**config.mk**
```make
export PLATFORM = sky130hd
export DESIGN_NAME = uart_tx_fifo
export DESIGN_NICKNAME = d
export VERILOG_FILES = /design/src/rtl/uart_tx_fifo.sv
export SDC_FILE = /design/constraint.sdc
export NUM_CORES = 1
export LEC_CHECK = 0
export ABC_AREA = 1
export BUFFER_PORTS_ARGS = -buffer_cell sky130_fd_sc_hd__buf_2
export CORE_MARGIN = 4
export CORE_UTILIZATION = 45
export DETAILED_ROUTE_END_ITERATION = 16
export GPL_TIMING_DRIVEN = 0
export PLACE_DENSITY = 0.73
export SYNTH_ARGS = -nofsm -noshare
export SYNTH_HDL_FRONTEND = slang
export SYNTH_SLANG_ARGS = --single-unit
```
**constraint.sdc**
```tcl
create_clock -name clk -period 5.02 [get_ports clk]
set_input_delay 1.004 -clock clk [delete_from_list [all_inputs] [get_ports clk]]
set_output_delay 1.004 -clock clk [all_outputs]
set_load 0.02 [all_outputs]
```
**src/rtl/uart_tx_fifo.sv**
```systemverilog
`default_nettype none
// +----------------------------------------------------------------------------+
// | Module   : uart_tx_fifo                                                    |
// | Purpose  : UART transmitter fed by a circular-buffer FIFO. Bytes accepted  |
// |            on a valid/ready stream are queued and sent back-to-back on    |
// |            txd with a configurable frame format (data width, parity,      |
// |            stop bits, inter-frame idle gap).                               |
// | Ports    : clk        - system clock                                      |
// |            reset      - asynchronous, active-high reset                   |
// |            wr_data    - character to send (DATA_BITS wide)                |
// |            wr_valid   - wr_data valid                                     |
// |            wr_ready   - FIFO not full; write on wr_valid && wr_ready      |
// |            txd        - serial line, idle high, driven from a flop        |
// |            busy       - a frame (including its gap) is in progress        |
// |            fifo_level - entries queued, excluding the frame being shifted |
// | Revision : 1.0 - initial release                                          |
// +----------------------------------------------------------------------------+
module uart_tx_fifo #(
  parameter int CLKS_PER_BIT = 217,
  parameter int DATA_BITS    = 8,
  parameter int PARITY       = 0,
  parameter int STOP_BITS    = 1,
  parameter int GAP_BITS     = 0,
  parameter int FIFO_DEPTH   = 16
) (
  input  logic                          clk,
  input  logic                          reset,
  input  logic [DATA_BITS-1:0]          wr_data,
  input  logic                          wr_valid,
  output logic                          wr_ready,
  output logic                          txd,
  output logic                          busy,
  output logic [$clog2(FIFO_DEPTH):0]   fifo_level
);

  localparam int AW     = $clog2(FIFO_DEPTH);
  localparam int BAUD_W = $clog2(CLKS_PER_BIT);

  localparam logic [BAUD_W-1:0] BAUD_LAST = BAUD_W'(CLKS_PER_BIT - 1);
  localparam logic [AW:0]       LEVEL_FULL = (AW + 1)'(FIFO_DEPTH);
  localparam logic [3:0]        DATA_LAST = 4'(DATA_BITS - 1);
  localparam logic [3:0]        STOP_LAST = 4'(STOP_BITS - 1);
  localparam logic [3:0]        GAP_LAST  = 4'((GAP_BITS > 0) ? GAP_BITS - 1 : 0);

  localparam logic [2:0] S_IDLE  = 3'd0;
  localparam logic [2:0] S_START = 3'd1;
  localparam logic [2:0] S_DATA  = 3'd2;
  localparam logic [2:0] S_PAR   = 3'd3;
  localparam logic [2:0] S_STOP  = 3'd4;
  localparam logic [2:0] S_GAP   = 3'd5;

  // FIFO storage and bookkeeping
  logic [DATA_BITS-1:0] mem_q [FIFO_DEPTH];
  logic [AW-1:0]        wr_ptr_q, wr_ptr_d;
  logic [AW-1:0]        rd_ptr_q, rd_ptr_d;
  logic [AW:0]          level_q, level_d;

  // Transmitter state
  logic [2:0]           state_q, state_d;
  logic [BAUD_W-1:0]    baud_q, baud_d;
  logic [3:0]           bit_q, bit_d;
  logic [DATA_BITS-1:0] shift_q, shift_d;
  logic                 par_q, par_d;
  logic                 txd_q, txd_d;

  logic                 push;
  logic                 pop;
  logic                 bit_end;
  logic [DATA_BITS-1:0] head;

  assign wr_ready   = (level_q != LEVEL_FULL);
  assign fifo_level = level_q;
  assign busy       = (state_q != S_IDLE);
  assign txd        = txd_q;

  assign push    = wr_valid && wr_ready;
  // IDLE takes the head as soon as one is present, including the clock right
  // after STOP/GAP, which yields exactly one idle clock between frames.
  assign pop     = (state_q == S_IDLE) && (level_q != '0);
  assign bit_end = (baud_q == BAUD_LAST);
  assign head    = mem_q[rd_ptr_q];

  // FIFO pointer / level update
  always_comb begin
    wr_ptr_d = wr_ptr_q;
    rd_ptr_d = rd_ptr_q;
    level_d  = level_q;
    if (push) begin
      wr_ptr_d = wr_ptr_q + AW'(1);
    end
    if (pop) begin
      rd_ptr_d = rd_ptr_q + AW'(1);
    end
    case ({push, pop})
      2'b10:   level_d = level_q + (AW + 1)'(1);
      2'b01:   level_d = level_q - (AW + 1)'(1);
      default: level_d = level_q;
    endcase
  end

  // Frame sequencer: every state except IDLE advances only on bit boundaries.
  always_comb begin
    state_d = state_q;
    baud_d  = baud_q;
    bit_d   = bit_q;
    shift_d = shift_q;
    par_d   = par_q;

    if (state_q == S_IDLE) begin
      baud_d = '0;
      bit_d  = '0;
      if (pop) begin
        shift_d = head;
        // Odd parity: bit set when the data holds an even count of ones.
        par_d   = (PARITY == 1) ? ~(^head) : (^head);
        state_d = S_START;
      end
    end else begin
      baud_d = bit_end ? '0 : baud_q + BAUD_W'(1);
      if (bit_end) begin
        case (state_q)
          S_START: begin
            state_d = S_DATA;
            bit_d   = '0;
          end
          S_DATA: begin
            shift_d = shift_q >> 1;
            if (bit_q == DATA_LAST) begin
              bit_d   = '0;
              state_d = (PARITY != 0) ? S_PAR : S_STOP;
            end else begin
              bit_d = bit_q + 4'd1;
            end
          end
          S_PAR: begin
            state_d = S_STOP;
            bit_d   = '0;
          end
          S_STOP: begin
            if (bit_q == STOP_LAST) begin
              bit_d   = '0;
              state_d = (GAP_BITS != 0) ? S_GAP : S_IDLE;
            end else begin
              bit_d = bit_q + 4'd1;
            end
          end
          S_GAP: begin
            if (bit_q == GAP_LAST) begin
              bit_d   = '0;
              state_d = S_IDLE;
            end else begin
              bit_d = bit_q + 4'd1;
            end
          end
          default: begin
            state_d = S_IDLE;
            bit_d   = '0;
          end
        endcase
      end
    end
  end

  // Line level registered from the current state, so txd trails the state
  // register by one clock and never glitches.
  always_comb begin
    txd_d = 1'b1;
    case (state_q)
      S_START: txd_d = 1'b0;
      S_DATA:  txd_d = shift_q[0];
      S_PAR:   txd_d = par_q;
      default: txd_d = 1'b1;
    endcase
  end

  always_ff @(posedge clk or posedge reset) begin
    if (reset) begin
      wr_ptr_q <= '0;
      rd_ptr_q <= '0;
      level_q  <= '0;
      state_q  <= S_IDLE;
      baud_q   <= '0;
      bit_q    <= '0;
      shift_q  <= '0;
      par_q    <= 1'b0;
      txd_q    <= 1'b1;
    end else begin
      wr_ptr_q <= wr_ptr_d;
      rd_ptr_q <= rd_ptr_d;
      level_q  <= level_d;
      state_q  <= state_d;
      baud_q   <= baud_d;
      bit_q    <= bit_d;
      shift_q  <= shift_d;
      par_q    <= par_d;
      txd_q    <= txd_d;
    end
  end

  // Storage needs no reset: only entries covered by level_q are ever read.
  always_ff @(posedge clk) begin
    if (push) begin
      mem_q[wr_ptr_q] <= wr_data;
    end
  end

endmodule
`default_nettype wire
```
# == Word-level counts from Yosys, hierarchy flattened ==
# Memories as Yosys holds them, arrays and structs flattened.
# Index checks and enable logic that the tools add are counted.
# totals
in_bits,11
wordCells,64
reg_bits,38
ramBits,128
out_inout_bits,8
n_memories,1
# mem_list
name,depth,word_bits,rd,rd_ports_with_merged_regs,wr,line,source
mem_q,16,8,1,0,1,53,logic [DATA_BITS-1:0] mem_q [FIFO_DEPTH];
# op_classes
n_eq_ne,13
add_sub_neg,6
muxes,21
reduce_logical,14
# op_table
cell,n
2-to-1 mux 8 bit,6
2-to-1 mux 4 bit,4
2-to-1 mux 3 bit,5
"adder 4 x 1 -> 4 bit, second input constant",3
case mux 3 bit (4 select lines),1
case mux 5 bit (2 select lines),1
"adder 8 x 1 -> 8 bit, second input constant",1
"equality test 8 bit, second input constant",1
case mux 4 bit (2 select lines),1
XOR reduction 8 bit,1
"equality test 3 x 2 -> 1 bit, second input constant",2
"equality test 3 bit, second input constant",2
nonzero test 2 bit,3
"adder 5 x 1 -> 5 bit, second input constant",1
"!= test 5 bit, second input constant",1
nonzero test 5 bit,1
"subtractor 5 x 1 -> 5 bit, second input constant",1
"equality test 4 x 3 -> 1 bit, second input constant",1
logical NOT 4 bit,1
AND reduction 4 bit,1
"equality test 3 x 1 -> 1 bit, second input constant",1
logical NOT 3 bit,1
"!= test 3 x 1 -> 1 bit, second input constant",1
"!= test 3 bit, second input constant",1
10 further kinds,12

# == Logic depth before layout (Yosys ltp) ==
# depth
ltp_word,5
depth_mapped,17
ltp_nobuf,15

# == Worst setup path after synthesis ==
# No wires, ideal clock.
# synth_timing
path_type,flip-flop to flip-flop
start,"reg level_q[1], in the netlist fifo_level[1]"
end,"reg level_q[4], in the netlist fifo_level[4]"
path_buffers,1
setup_time_ns,0.079
path_stages_with_launch,14
setup_slack_ns,2.364
synth_period_minus_slack_ns,2.656
required_time_ns,4.941
arrival_ns,2.577
cell_sequence,dfrtp_1 nor2_1 nand4_1 nand2_1 ha_1 buf_2 xor2_1 ha_1 a21oi_1 or2_2 o21ai_1 a21oi_1 o21ai_0 xor2_1
# synth_between
elab_chain_len,4
elab_cells_between_ends,10
cone_classes,add/sub (2); eq/ne (3); mux (1); reduce/logical (4)
# synth_lines
element,line,source
start: declaration,56,"logic [AW:0] level_q, level_d;"
start signal: assignment,190,level_q <= level_d;
!= test 5 bit (*),71,assign wr_ready = (level_q != LEVEL_FULL);
net wr_ready,30,"output logic wr_ready,"
logical AND 1 bit (*),76,assign push = wr_valid && wr_ready;
equality test 2 x 1 -> 1 bit / equality test 2 bit (equally long branches),94,"case ({push, pop})"
case mux 5 bit (2 select lines) / nonzero test 2 bit (equally long branches),-,
# The timed path passes the listed nets; every way through them passes the cells marked *.
# A chain may end at the register's enable or synchronous reset.

# == Final worst setup path ==
# layout_timing
start,reg state_q[0]
end,"reg level_q[4], in the netlist fifo_level[4]"
# layout_between
elab_chain_len,4
elab_cells_between_ends,6
cone_classes,eq/ne (2); mux (1); reduce/logical (3)
# layout_lines
element,line,source
start: declaration,59,"logic [2:0] state_q, state_d;"
start signal: assignment,191,state_q <= state_d;
logical NOT 3 bit (*),79,assign pop = (state_q == S_IDLE) && (level_q != '0);
logical AND 1 bit (*),79,
net pop,67,logic pop;
equality test 2 x 1 -> 1 bit / equality test 2 bit (equally long branches),94,
case mux 5 bit (2 select lines) / nonzero test 2 bit (equally long branches),-,
# Marked as above.

==> impl_metrics.ini <==
[synth]
yosys-top-cells-area = edfxtp_1 (51%), dfrtp_1 (12%), nand2_1 (12%)
yosysSeqAreaShare_pct = 63.4
ys.flop_type = edfxtp_1
ys_types = 36
yosys_register_bits = 166
yosysTopAreaCell = edfxtp_1
synth_fp_nets = 791
synth-async-reset-ratio_pct = 22.9
avgSynthCellArea_um2 = 9.84
netlist.area_leader.share_pct = 50.9
synth_edf_count = 128
netlist_instances = 768
yosysWarnings = 0
netlist_area_um2 = 7560

[timing]
fin_tns_setup_ps = 0
relSlewSlack_pct = 39.7
drv_slew = 0
rsz0062_at_grt = false
fmax_mhz = 316
period_share_pct = 63.0
setup_violations = 0
fin_crit_ps = 3160
worst_slew_pin_slew_ps = 902
fin_worst_skew_ps = 8.30
hold_violations = 0

[detailed_routing]
via_count = 5431
drc_errors = 0
routed_wl_mm = 17.8
ant_nets = 0
wl_per_cell_um = 17.2
viasPerCell = 5.23
dr.pass1.iters = 5
drt_iter0_markers = 562

[clock_network]
clock_path_buffers = 2
holdBufCountCts = 0
cts-buffers-inserted = 17
cts.sink_count = 166
cts_tree = yes
clk_latency_ps = 430
cts-resized-gates = 0
htreeDepth = 4
cts.clk_slew.worst_paths_ps = 70
postCtsSetupBuffers = 0
clock-root-buffer = clkbuf_16

[worst_setup_path]
worstSetupPathType = reg2reg
crit_arrival_ps = 3510
crit_fanout = 10
crit_chain = nor2_1 -> inv_1 -> nor2_4 -> nand2_1 -> inv_1 -> ha_1 -> buf_2 -> xor2_1 -> ha_1 -> a21oi_1 -> or2_2 -> o21ai_1 -> a21oi_1 -> o21ai_0 -> xor2_1
cp-end-kind = register
worst_setup_path_start_kind = register
worst-r2r-cell-count = 15
critical-path-max-stage-delay_ps = 410
crit_required_ps = 5370
cpMaxStageDelayCell = dfrtp_1

[run_status]
status = finished, final reports clean

[place]
place.gp.congestion = 0.929
port_buffers = 18
dp_hpwl_mm = 11.6

[grt]
grt_max_degree = 39
grt_pass1_vias = 5097
grt_overflow = 0
antenna_found_initial = 0
grt_first_pass_wirelength_mm = 27.7
grtUsageTotal_pct = 19.7

[finish]
mostFrequentLayoutCell = nand2_1
layout_common_cells = nand2_1 (242), edfxtp_1 (128), nand3_1 (77)
layout-drive-gt1-share_pct = 11.4
utilization_pct = 51.3
diodes = 0
n_fill_cell = 1430
area_growth_pct = 12.1
nets = 828

[floorplan]
die_area_um2 = 18900
core_um2 = 16500
row_count = 47
start_util_pct = 45.7
boundaryPins = 19
die-height_um = 138
fp.dieW_um = 138

[flow_run]
timing.max_cap.violations = 0

[power]
power_density_nw_per_um2 = 389
p_leak_nw = 3.62
ir_drop_mv = 0.442

[min_path]
min_delay_path_depth = 1
hp-class = reg2reg
-- layout make-up --
cell class                 instances  area [um2]  share of cell area (%)
buffer                            28         161                    1.90
clock buffer                      18         429                    5.06
clock inverter                    14         121                    1.43
inverter                          88         333                    3.93
multi-input combinational        486        2270                    26.8
sequential                       166        4800                    56.6
tap                              220         275                    3.25
timing repair buffer              18        90.1                    1.06
-- Yosys cell counts (2+ instances only) --
library cell	instances
nor3_1	6
or2_2	2
nand4_1	6
xor2_1	11
nand3_1	77
edfxtp_1	128
nand2_1	242
nor2_1	59
clkinv_1	4
clkbuf_1	2
buf_6	2
ha_1	12
buf_4	5
o21ai_0	15
inv_1	76
dfrtp_1	37
buf_2	18
inv_2	7
and3_1	2
o211ai_1	4
nand2_2	3
a21oi_1	21
o21ai_1	11
xnor2_1	6
-- metal layers --
metal / share of wire (%) / wire length, um / track usage, % / vias to the layer above
li1: - / - / - / 2587
met1: 42 / 7510 / 26.5 / 2550
met2: 47 / 8340 / 31.7 / 269
met3: 9.3 / 1660 / 5.11 / 25
met4: 1.7 / 301 / 5.82 / 0
met5: 0 / 0 / 0 / -
-- power by group --
part           internal [W]  total [W]  switching (W)
clock              0.000646    0.00121       0.000564
sequential          0.00163    0.00169      0.0000609
combinational      0.000116   0.000404       0.000288
total               0.00239    0.00330       0.000913
-- state kept, by name, summed over array words and instances (netlist names) --
register	cells
baud_q	8
bit_q	4
fifo_level	5
mem_q	128
par_q	1
rd_ptr_q	4
shift_q	8
state_q	3
txd	1
wr_ptr_q	4
-- worst paths after layout --
path	start	endpoint	slack (ps)
setup / recovery	state_q[0]$_DFFE_PP0P_	fifo_level[4]$_DFFE_PP0P_	1860
hold / removal	baud_q[0]$_DFF_PP0_	baud_q[0]$_DFF_PP0_	450
setup reg to reg	state_q[0]$_DFFE_PP0P_	fifo_level[4]$_DFFE_PP0P_	1860
hold reg to reg	baud_q[0]$_DFF_PP0_	baud_q[0]$_DFF_PP0_	450
max in group asynchronous	reset	shift_q[4]$_DFFE_PP0P_	3760
min in group asynchronous	reset	fifo_level[1]$_DFFE_PP0P_	740
-- per-stage QoR --
stage	area (um2)	setup WS [ps]	std cells	hold WS (ps)	total power (W)
2_1_floorplan	7560	2360	768	432	0.00198
3_3_place_gp	7920	1970	1006	452	0.00210
3_5_place_dp	7920	1870	1006	453	0.00212
4_1_cts	8470	1840	1038	462	0.00331
5_1_grt	8470	1570	1038	480	0.00344
6_report	8470	1860	1038	455	0.00330
-- kinds of logic (layout without fill, tap and decap cells) --
logic type | after synthesis | count (layout) | synth area share [%]
compound gates | 53 | 53 | 3.71
fa+ha+maj | 12 | 12 | 1.99
flops | 166 | 166 | 63.4
buf+inv | 116 | 166 | 6.54
xor+xnor | 17 | 17 | 1.97
mux | 1 | 1 | 0.149
simple gates | 403 | 403 | 22.2
-- worst max-delay path, delay by kind of cell, from the launching register on --
family / cells / cell delay, ps
simple gates: 4 / 940
buf+inv: 3 / 560
fa+ha+maj: 2 / 410
flops: 1 / 410
compound gates: 4 / 390
xor+xnor: 2 / 360
Note: power is estimated with default switching activity, not from simulation.
